$ cat config.mk
export PLATFORM = sky130hd
export DESIGN_NAME = hazard_ctrl
export DESIGN_NICKNAME = d
export VERILOG_FILES = /design/src/rtl/pipe_pkg.sv /design/src/rtl/dest_scoreboard.sv /design/src/rtl/hazard_ctrl.sv
export SDC_FILE = /design/constraint.sdc
export NUM_CORES = 1
export LEC_CHECK = 0
export ABC_CLOCK_PERIOD_IN_PS = 6180
export CAP_MARGIN = 20
export CORE_MARGIN = 10
export CORE_UTILIZATION = 45
export CTS_BUF_LIST = sky130_fd_sc_hd__clkbuf_16
export DETAILED_ROUTE_END_ITERATION = 8
export PLACE_DENSITY = 0.75
export SYNTH_ARGS = -nofsm -noshare
export SYNTH_HDL_FRONTEND = slang
export SYNTH_SLANG_ARGS = --single-unit
$ cat constraint.sdc
create_clock -name clk -period 6.18 [get_ports clk]
set_input_delay 1.236 -clock clk [delete_from_list [all_inputs] [get_ports clk]]
set_output_delay 1.236 -clock clk [all_outputs]
set_load 0.01 [all_outputs]
$ cat src/rtl/pipe_pkg.sv
// Shared types and constants for the integer pipeline sequencing logic.
// The scoreboard entry mirrors what ID/EX carries about a destination register.
package pipe_pkg;

    localparam logic [4:0]  REG_ZERO         = 5'd0;
    localparam int          LINK_REG_DEFAULT = 31;
    localparam logic [14:0] NOP_CTRL         = {9'b0, 6'h15};

    typedef struct packed {
        logic       valid;
        logic [4:0] dest;
        logic       load;
    } sb_entry_t;

    typedef enum logic [1:0] {
        ST_RUN    = 2'd0,
        ST_STALL  = 2'd1,
        ST_SQUASH = 2'd2
    } state_e;

    function automatic logic reg_match(input sb_entry_t e, input logic [4:0] r);
        return e.valid && (e.dest == r) && (r != REG_ZERO);
    endfunction

endpackage

$ cat src/rtl/dest_scoreboard.sv
// Three-deep record of destinations in flight through EX/MEM/WB plus the
// source-operand hazard compare; it shifts every cycle since the back end never stalls.
module dest_scoreboard
    import pipe_pkg::*;
#(
    parameter int FORWARD   = 0,
    parameter int WB_BYPASS = 1
) (
    input  logic       clk,
    input  logic       reset,
    input  logic       push_valid,
    input  logic [4:0] push_dest,
    input  logic       push_load,
    input  logic [4:0] rs,
    input  logic [4:0] rt,
    input  logic       uses_rs,
    input  logic       uses_rt,
    output logic       hazard
);

    // index 0 = EX, 1 = MEM, 2 = WB
    sb_entry_t sb_q [3];
    sb_entry_t sb_d [3];

    assign sb_d[0] = {push_valid, push_dest, push_load};

    genvar gi;
    generate
        for (gi = 1; gi < 3; gi++) begin : g_shift
            assign sb_d[gi] = sb_q[gi-1];
        end
        for (gi = 0; gi < 3; gi++) begin : g_stage
            always_ff @(posedge clk) begin
                if (reset) begin
                    sb_q[gi] <= '0;
                end else begin
                    sb_q[gi] <= sb_d[gi];
                end
            end
        end
    endgenerate

    // With bypassing only a load still in EX cannot deliver its result in time.
    function automatic logic src_hazard(input logic [4:0] r);
        if (FORWARD != 0) begin
            return reg_match(sb_q[0], r) && sb_q[0].load;
        end
        return reg_match(sb_q[0], r) || reg_match(sb_q[1], r) ||
               ((WB_BYPASS == 0) && reg_match(sb_q[2], r));
    endfunction

    assign hazard = (uses_rs && src_hazard(rs)) || (uses_rt && src_hazard(rt));

endmodule

$ cat src/rtl/hazard_ctrl.sv
// Decode-side sequencing controller: holds IF/ID and bubbles ID/EX on data
// hazards, squashes the wrong-path fetch after a taken redirect, counts both.
module hazard_ctrl
    import pipe_pkg::*;
#(
    parameter int FORWARD   = 0,
    parameter int WB_BYPASS = 1,
    parameter int LINK_REG  = LINK_REG_DEFAULT,
    parameter int CNT_W     = 32
) (
    input  logic             clk,
    input  logic             reset,
    input  logic             id_valid,
    input  logic [4:0]       id_rs,
    input  logic [4:0]       id_rt,
    input  logic             id_uses_rs,
    input  logic             id_uses_rt,
    input  logic [4:0]       id_wreg,
    input  logic             id_writes,
    input  logic             id_is_load,
    input  logic             id_redirect,
    output logic             pc_hold,
    output logic             ifid_hold,
    output logic             idex_bubble,
    output logic             ifid_flush,
    output logic [CNT_W-1:0] stall_cnt,
    output logic [CNT_W-1:0] flush_cnt
);

    generate
        if (LINK_REG < 1 || LINK_REG > 31) begin : g_bad_link
            $error("hazard_ctrl: LINK_REG must name a writable register (1..31)");
        end
    endgenerate

    state_e           state_q, state_d;
    logic             hazard;
    logic             stall_req;
    logic             hold_c, bubble_c, flush_c;
    logic [CNT_W-1:0] stall_cnt_q, flush_cnt_q;

    dest_scoreboard #(
        .FORWARD   (FORWARD),
        .WB_BYPASS (WB_BYPASS)
    ) u_sb (
        .clk        (clk),
        .reset      (reset),
        .push_valid (id_valid && id_writes && (id_wreg != REG_ZERO) && !bubble_c),
        .push_dest  (id_wreg),
        .push_load  (id_is_load),
        .rs         (id_rs),
        .rt         (id_rt),
        .uses_rs    (id_uses_rs),
        .uses_rt    (id_uses_rt),
        .hazard     (hazard)
    );

    assign stall_req = hazard && id_valid;

    // STALL releases with the same rules as RUN, so both share one branch.
    always_comb begin
        state_d  = state_q;
        hold_c   = 1'b0;
        bubble_c = 1'b0;
        flush_c  = 1'b0;
        case (state_q)
            ST_SQUASH: begin
                bubble_c = 1'b1;
                state_d  = ST_RUN;
            end
            default: begin
                if (stall_req) begin
                    hold_c   = 1'b1;
                    bubble_c = 1'b1;
                    state_d  = ST_STALL;
                end else if (id_redirect) begin
                    flush_c = 1'b1;
                    state_d = ST_SQUASH;
                end else begin
                    state_d = ST_RUN;
                end
            end
        endcase
    end

    assign pc_hold     = hold_c   && !reset;
    assign ifid_hold   = hold_c   && !reset;
    assign idex_bubble = bubble_c && !reset;
    assign ifid_flush  = flush_c  && !reset;

    always_ff @(posedge clk) begin
        if (reset) begin
            state_q     <= ST_RUN;
            stall_cnt_q <= '0;
            flush_cnt_q <= '0;
        end else begin
            state_q     <= state_d;
            stall_cnt_q <= stall_cnt_q + {{(CNT_W-1){1'b0}}, pc_hold};
            flush_cnt_q <= flush_cnt_q + {{(CNT_W-1){1'b0}}, ifid_flush};
        end
    end

    assign stall_cnt = stall_cnt_q;
    assign flush_cnt = flush_cnt_q;

endmodule
Yosys cells after proc, flatten, opt, wreduce, memory -nomap -nowiden
Memories as Yosys holds them, arrays and structs flattened.
Index checks and enable logic that the tools add are counted.
W data, S select, Z words.
{"block": "totals", "ramBits": 21, "register_bits": 66, "memories": 1}
{"name": "u_sb.sb_q", "depth": 3, "width": 7, "rd": 2, "rd_clocked_by_memory_dff": 0, "wr": 3, "line_no": "dest_scoreboard.sv:22", "rtl": "sb_entry_t sb_q [3];"}
{"block": "op_classes", "n_eq_ne": 5, "reduce_logical": 27, "n_mux": 14, "add_sub_neg": 2, "n_bitwise": 3}
{"cell": "$add A32 B1 Y32", "n": 2}
{"cell": "$mux W7", "n": 3}
{"cell": "$eq A5 B5 Y1", "n": 4}
{"cell": "$logic_and A1 B1 Y1", "n": 17}
{"cell": "$reduce_bool A5 Y1", "n": 3}
{"cell": "$mux W1", "n": 10}
{"cell": "$logic_or A1 B1 Y1", "n": 3}
{"cell": "$or A1 B1 Y1", "n": 3}
{"cell": "$reduce_or A3 Y1", "n": 1}
{"cell": "$eq A2 B2 Y1 const B", "n": 1}
{"cell": "$logic_not A1 Y1", "n": 2}
{"cell": "$mux W2", "n": 1}
{"cell": "$reduce_or A2 Y1", "n": 1}

Logic depth before layout (Yosys ltp)
Gate-level depths: netlist (run 1).
An unclocked memory read counts as a cell.
{"block": "logic_depth", "depth_word": 13, "mapped_depth": 13, "ltp_nobuf": 12}

Cells and area by module
From an unflattened synthesis (run 1), not the netlist that was laid out.
{"block": "unflattened", "hier_cells": 423, "hier_area_um2": 3731.1}
{"module": "hazard_ctrl", "instances": 1, "cells_each": 365, "area_per_inst_um2": 3150.5, "seq_area_each_um2": 1321.3}
{"module": "dest_scoreboard", "instances": 1, "cells_each": 58, "area_per_inst_um2": 580.6, "seq_area_each_um2": 240.2}

Least setup slack after synthesis (run 1)
Ideal clock, no wire load.
{"block": "synth_path", "path_type": "input to register", "from": "input id_rt[1]", "to": "register stall_cnt_q[26] (netlist: stall_cnt[26])", "t_arrival_ns": 4.024, "setup_slack_ns": 2.028, "cell_stages": 13, "path_cell_list": "xor2_1 nor4_1 a32oi_1 o22ai_1 and3_1 ha_1 ha_1 and4_1 or4b_1 buf_2 nor4_1 xnor2_1 nor2_1"}
{"block": "synth_between", "elab_chain_cells": 11, "word_cells_on_any_way": 15}
{"item": "start, declared", "line_no": "hazard_ctrl.sv:15", "rtl": "input logic [4:0] id_rt,"}
{"item": "$eq A5 B5 Y1", "line_no": "pipe_pkg.sv:22", "rtl": "return e.valid && (e.dest == r) && (r != REG_ZERO);"}
{"item": "$logic_and A1 B1 Y1 (2 in a row)", "line_no": "pipe_pkg.sv:22"}
{"item": "$logic_or A1 B1 Y1 *", "line_no": "dest_scoreboard.sv:48", "rtl": "return reg_match(sb_q[0], r) || reg_match(sb_q[1], r) ||"}
{"item": "$logic_and A1 B1 Y1 *", "line_no": "dest_scoreboard.sv:52", "rtl": "assign hazard = (uses_rs && src_hazard(rs)) || (uses_rt && src_hazard(rt));"}
{"item": "$logic_or A1 B1 Y1 *", "line_no": "dest_scoreboard.sv:52"}
{"item": "$logic_and A1 B1 Y1 *", "line_no": "hazard_ctrl.sv:58", "rtl": "assign stall_req = hazard && id_valid;"}
{"item": "$mux W1 *", "line_no": "hazard_ctrl.sv:72", "rtl": "if (stall_req) begin"}
{"item": "$mux W1 *", "line_no": "hazard_ctrl.sv:66", "rtl": "case (state_q)"}
{"item": "$logic_and A1 B1 Y1 *"}
{"item": "via ifid_hold", "line_no": "hazard_ctrl.sv:23", "rtl": "output logic ifid_hold,"}
{"item": "$add A32 B1 Y32 *", "line_no": "hazard_ctrl.sv:98", "rtl": "stall_cnt_q <= stall_cnt_q + {{(CNT_W-1){1'b0}}, pc_hold};"}
{"item": "end signal, assigned", "line_no": "hazard_ctrl.sv:98"}
{"item": "end, declared", "line_no": "hazard_ctrl.sv:40", "rtl": "logic [CNT_W-1:0] stall_cnt_q, flush_cnt_q;"}
Mark *: on every way through the listed nets, which the timed path passes. The rest lies on a longest branch.
A chain may end at the register's enable or synchronous reset.

Worst setup path after layout (run 1)
{"block": "layout_path", "from": "input id_rt[4]", "to": "output ifid_hold"}
{"block": "layout_between", "elab_chain_cells": 10, "word_cells_on_any_way": 14}
{"item": "$eq A5 B5 Y1", "line_no": "pipe_pkg.sv:22"}
{"item": "$logic_and A1 B1 Y1 (2 in a row)", "line_no": "pipe_pkg.sv:22"}
{"item": "$logic_or A1 B1 Y1 *", "line_no": "dest_scoreboard.sv:48"}
{"item": "$logic_and A1 B1 Y1 *", "line_no": "dest_scoreboard.sv:52"}
{"item": "$logic_or A1 B1 Y1 *", "line_no": "dest_scoreboard.sv:52"}
{"item": "$logic_and A1 B1 Y1 *", "line_no": "hazard_ctrl.sv:58"}
{"item": "$mux W1 *", "line_no": "hazard_ctrl.sv:72"}
{"item": "$mux W1 *", "line_no": "hazard_ctrl.sv:66"}
{"item": "$logic_and A1 B1 Y1 *", "line_no": "hazard_ctrl.sv:87", "rtl": "assign ifid_hold = hold_c && !reset;"}
{"item": "end, declared", "line_no": "hazard_ctrl.sv:23"}
Every way passes the cells marked *; elsewhere a longest branch is shown, timed or not.

==> results of run 1 <==
## cell type report
cell class,count,area share (%)
flip-flops and latches,78,32.81
clock buffers,9,4.732
clock inverters,6,1.656
multi-input cells,295,38.56
repair buffers,90,18.77
well taps,102,2.681
inverters,10,0.7886
## through the flow
stage	util (%)	setup slack [ns]	area (um^2)	total power [mW]	std cells
4_1_cts	62.24	1.167	4760	1.106	590
2_1_floorplan	-	2.028	3498	0.5441	398
3_5_place_dp	58.26	0.9500	4456	0.5686	575
3_3_place_gp	58.26	1.005	4456	0.5679	575
6_report	62.24	1.216	4760	1.095	590
5_1_grt	62.24	0.9476	4760	1.131	590
## final timing paths
path	depth (start not counted)	startpoint	slack [ns]	endpoint
max	7	id_rt[4]	1.22	ifid_hold
min	1	u_sb.sb_q[0][6]	0.49	u_sb.sb_q[1][6]
max reg2reg	12	u_sb.sb_q[0][5]	2.35	stall_cnt[30]
min reg2reg	1	u_sb.sb_q[0][6]	0.49	u_sb.sb_q[1][6]
## cell families (layout without fill, tap and decap cells)
group | Yosys count | count (layout)
AOI/OAI and AO/OA | 21 | 21
xor gates and xnor gates | 73 | 73
adders and majority gates | 4 | 4
buffers and inverters | 25 | 115
DFF | 78 | 78
and+or+nand+nor | 197 | 197
## power by group through the flow
stage                     Combinational [mW]  Sequential, mW  Clock, mW
final                                 0.0457           0.512      0.537
after global routing                  0.0505           0.512      0.569
after CTS                             0.0462           0.512      0.548
after detailed placement              0.0460           0.523          0
after global placement                0.0454           0.523          0
after floorplan                       0.0221           0.522          0
## per-layer routing
layer	global-route usage [%]	wire length, um	vias to the layer above
met5	0	0	-
met4	6.202	95	0
li1	-	-	1523
met1	17.82	3664	1420
met2	24.09	4113	57
met3	5.532	635	6
## layout by cell type (no fill, tap or decap), types with 11 or more instances in the layout
cell	Yosys	routed
nand2_1	26	26
xor2_1	35	35
nor3_1	11	11
nand4_1	12	12
nor4_1	17	17
clkdlybuf4s50_1	0	88
inv_1	10	11
xnor2_1	38	38
nor2b_1	15	15
nor2_1	61	61
nand3_1	20	20
dfxtp_1	78	78
## critical path, stage by stage
cell and delay (ns):
clkdlybuf4s50_1 0.47, xor2_1 0.17, nor4_1 0.35, a32oi_1 0.15
o22ai_1 0.41, and3_1 0.35, clkdlybuf4s50_1 0.59
## state kept, by name, indices dropped and copies added (netlist names)
signal,count
flush_cnt,32
stall_cnt,32
state_q,2
u_sb.sb_q,12
==> impl_results.md, run 1 <==
- GR Util All Layers: approximately 15%
- WP data arrival: 3.73 ns
- Antenna violations before repair: 0
- Post-Synth XOR/XNOR Area: 18.28%
- WL/cell: 14.42 um
- Final Hold Viols: 0
- Setup TNS: 0 ns
- Clk_skew: 0.009112 ns
- CTS clock-pin slew for the worst setup and hold paths: 0.05 ns
- Synth Instances: 398
- Synth Flop Type: dfxtp_1
- Detail Placement HPWL: about 6200 um
- Pwr dens: 230.0 nW/um^2
- Final period util: 80.32%
- Unique masters post-synth: 36
- Synth Area in Compound Gates: 3.469%
- Post-synthesis register bit count: 78
- Storage cell area: 1562 um^2
- Post-Synth Adder-Cell Area: between 1 and 1.5%
- Final wirelength: 8508 um
- Status: finished clean
- Hold Slack: 0.4887 ns
- H-tree Lvls: 3
- Via count: 3006
- Final antenna diode count: 0
- Initial Util: 45.75%
- Post-synthesis simple-gate area fraction: between 20 and 30%
- Die area: 11700 um^2
- Vias in the first global route: 2998
- Die Height: 108.2 um
- Synth top area share: between 40% and 50%
- Final nets: between 500 and 600
- TritonCTS clock tree: yes
- Clock buffer depth: 2
- Synth async-reset ratio: 0%
- Final antenna-violating net count: 0
- Mux cell area share after synthesis: 0%
- EDFF count, synth: 0
- Clk sinks: about 80
- Synth Net Count: 425
- Sw Ratio: between 10% and 20%
- Multi-input logic area: around 1800 um^2
- Worst path required time: 4.94 ns
- Largest net degree at the start of global routing: 49
- Crit end category: primary output
- First-pass GRT wire length: around 14000 um
- Avg Cell Area, Syn: about 9 um^2
- Clock buffer count from CTS: 9
- Grt ovf: 0
- Peak fanout along the critical path: 6
- Pins over their slew limit: 0
- Kind of critical path: in -> out
- Final setup fails: 0
- Max rail drop VDD: between 100 and 150 uV
- Gpl congestion: between 0.8 and 0.9
- Leak: 1.635 nW
- P_sw: approximately 0.22 mW
- Post-CTS setup buffer count: 0
- Post-synthesis cell area: about 3500 um^2
- Top-count cell post-synth: dfxtp_1
- PostCTS Resize Cnt: 0
- Worst Hold Class: reg -> reg
- Synth area leader: dfxtp_1
- Combinational Power Share: around 4.2%
- Pint: 0.8792 mW
- Sequential area share after synthesis: between 40 and 50%
- Ports: 91
- Core Area: 7647 um^2
- Max Clk Rate: 0.2014 GHz
- Initial DRC count: ~100
- # rows: 32
- Hold-fix buffers, CTS: 0
- Yosys Warn Count: 0
- Layout area overhead: 36.05%
- I/O Buffers: 89
- Layout cell share with drive strength beyond 1: about 4.5%
- Clock period minus worst slack: slightly below 5 ns
- RSZ-0062 raised after global routing: no
- Max Cap Violations: 0
- Vias/cell: 5.095
- Main combinational cell family by area after synthesis: simple AND/OR/NAND/NOR gates
- Clock latency at the later pin of the worst-skew pair: 0.33 ns
- Slew HR: 39.62%
- Clock power share: between 40% and 50%
- # fillers: 658
- First-pass iteration count of the detailed router: 4
- Top cells by count, synth: dfxtp_1 (78), nor2_1 (61), xnor2_1 (38)
- Die W: 108.2 um
- Root Buffer: clkbuf_16
- CP startpoint kind: input pin
- Number of remaining DRC errors: 0
- Reg power frac: a little under half
- Actual slew at the worst max-slew pin: 0.8975 ns
- Most area-consuming cells after synthesis: dfxtp_1 (45%), xnor2_1 (9.5%), xor2_1 (8.8%), nor2_1 (6.5%), nor4_1 (3.0%)
Power figures use the tool's default switching activity.
==> run 2, diff against run 1 <==
--- a/config.mk
+++ b/config.mk
@@ -5,7 +5,7 @@
 export SDC_FILE = /design/constraint.sdc
 export NUM_CORES = 1
 export LEC_CHECK = 0
-export ABC_CLOCK_PERIOD_IN_PS = 6180
+export ABC_CLOCK_PERIOD_IN_PS = 4900
 export CAP_MARGIN = 20
 export CORE_MARGIN = 10
 export CORE_UTILIZATION = 45
==> constraint.sdc (replaced) <==
create_clock -name clk -period 4.9 [get_ports clk]
set_input_delay 0.98 -clock clk [delete_from_list [all_inputs] [get_ports clk]]
set_output_delay 0.98 -clock clk [all_outputs]
set_load 0.01 [all_outputs]
==> impl_results.md, run 2 (synthesized netlist as in run 1, its figures left out) <==
- Pins over their slew limit: 0
- DP Worst Slack: 0.07031 ns
- Vias in the first global route: about 3000
- Reg2reg setup slack: 1.21 ns
- Worst Hold Class: reg -> reg
- Clk sinks: 78
- CP Launch Point: id_rt[1]
- Layout area overhead: 37.45%
- Met2 usage: 24.27%
- Final period util: roughly 91%
- H-tree Lvls: 3
- Hold-fix buffers, CTS: 0
- Clock period minus worst slack: 4.478 ns
- Pwr dens: 299.5 nW/um^2
- Met3 GRT Util: 6.365%
- Hold Slack: about 0.50 ns
- M1 GR Usage: 17.23%
- # fillers: around 660
- Clock latency at the later pin of the worst-skew pair: roughly 0.32 ns
- Slew HR: 45.51%
- Initial Util: 45.75%
- CP startpoint kind: input pin
- Area of all placed cells without fillers: 4808 um^2
- Post-Place Cells: 577
- Status: finished clean
- Max rail drop VDD: between 150 and 200 uV
- Clock buffer count from CTS: 9
- Grt ovf: 0
- Overall power: 1.440 mW
- Leak: around 1.7 nW
- Final nets: 513
- Placed instance area: 4471 um^2
- Final wirelength: 8607 um
- Layout cell share with drive strength beyond 1: 5.295%
- Worst-case reg-to-reg path depth: 12
- Multi-input logic area: 1836 um^2
- Core Area: 7647 um^2
- Final worst slack: approximately 0.42 ns
- Setup TNS: 0 ns
- Die area: 11700 um^2
- Root Buffer: clkbuf_16
- Detail Placement HPWL: 6255 um
- CTS clock-pin slew for the worst setup and hold paths: 0.05 ns
- Post-CTS setup buffer count: 0
- Ports: 91
- Worst path required time: between 5 and 6 ns
- Clk_skew: 0.005085 ns
- Crit path capture: stall_cnt[30]
- First-pass GRT wire length: between 10000 and 15000 um
- Gpl congestion: 0.8340
- Largest net degree at the start of global routing: 77
- Clock buffer depth: 2
- Final antenna diode count: 0
- Final Hold Viols: 0
- Final setup fails: 0
- PostCTS Resize Cnt: 0
- Antenna violations before repair: 0
- Grt peak-use layer: met2
- First-pass iteration count of the detailed router: 4
- WL/cell: around 15 um
- Max Clk Rate: 0.2233 GHz
- Actual slew at the worst max-slew pin: 0.8098 ns
- TritonCTS clock tree: yes
- Storage cell area: 1562 um^2
- Final Core Density: 62.88%
- Most common cell after layout, fill and taps aside: clkdlybuf4s50_1
- Hold Crit Depth: 1
- R2R Path End: stall_cnt[30]
- Die W: 108.2 um
- Max Cap Violations: 0
- I/O Buffers: 89
- Peak fanout along the critical path: 7
- Final antenna-violating net count: 0
- Most frequent cells in the layout: clkdlybuf4s50_1 (88), dfxtp_1 (78), nor2_1 (61), xnor2_1 (38), xor2_1 (35)
- Via count: around 3000
- # rows: 32
- RSZ-0062 raised after global routing: no
- Post-route insts no fill: 593
- Vias/cell: roughly 5.1
- Initial DRC count: 101
- Kind of critical path: in -> reg
- WP data arrival: about 4.7 ns
- GR Util All Layers: 14.80%
- Number of remaining DRC errors: 0
- Die Height: approximately 110 um
- Worst r2r src: u_sb.sb_q[0][5]
- Crit end category: register
==> run 2: cell types whose count changed in the layout (fill, tap and decap cells not counted), sizes merged <==
| cell | before | now |
|---|---|---|
| clkinvlp | 0 | 1 |
| inv | 11 | 10 |
| buf | 2 | 4 |
| bufinv | 2 | 3 |
==> run 2: final cells by class <==
type                            count  share of cell area [%]
Clock inverter                      7                   2.342
Clock buffer                        9                   4.684
Sequential cell                    78                   32.47
Inverter                           10                  0.7806
Timing Repair Buffer               92                   18.89
Multi-Input combinational cell    295                   38.17
Tap cell                          102                   2.654
==> run 2: metal layers <==
layer	vias to the layer above	wire length, um	share of wire, %
li1	1528	-	-
met3	4	671	7.8
met4	0	65	0.76
met5	-	0	0
met1	1412	3741	43
met2	68	4127	48
==> run 2: power breakdown <==
group	leakage (nW)	switching (mW)	total [mW]	internal (mW)
registers	0.631	0.00501	0.645	0.640
logic	0.859	0.0271	0.0578	0.0307
clock network	0.165	0.243	0.737	0.494
total	1.66	0.275	1.44	1.17
==> run 2: worst max-delay path: stages <==
cell and delay [ns]:
clkdlybuf4s50_1 0.47, xor2_1 0.18, nor4_1 0.30, a32oi_1 0.14, o22ai_1 0.25, and3_1 0.30, ha_1 0.24, ha_1 0.23
and4_1 0.33, or4b_1 0.62, nor4_1 0.39, xnor2_1 0.16, nor2_1 0.05
==> run 2: how the worst min path moves through the flow <==
stage | startpoint | endpoint | slack [ns]
after floorplan | u_sb.sb_q[0][6] | u_sb.sb_q[1][6] | 0.45
after global placement | u_sb.sb_q[0][6] | u_sb.sb_q[1][6] | 0.48
after detailed placement | u_sb.sb_q[0][6] | u_sb.sb_q[1][6] | 0.49
after CTS | u_sb.sb_q[0][6] | u_sb.sb_q[1][6] | 0.50
after global routing | u_sb.sb_q[0][6] | u_sb.sb_q[1][6] | 0.51
final | u_sb.sb_q[0][6] | u_sb.sb_q[1][6] | 0.50
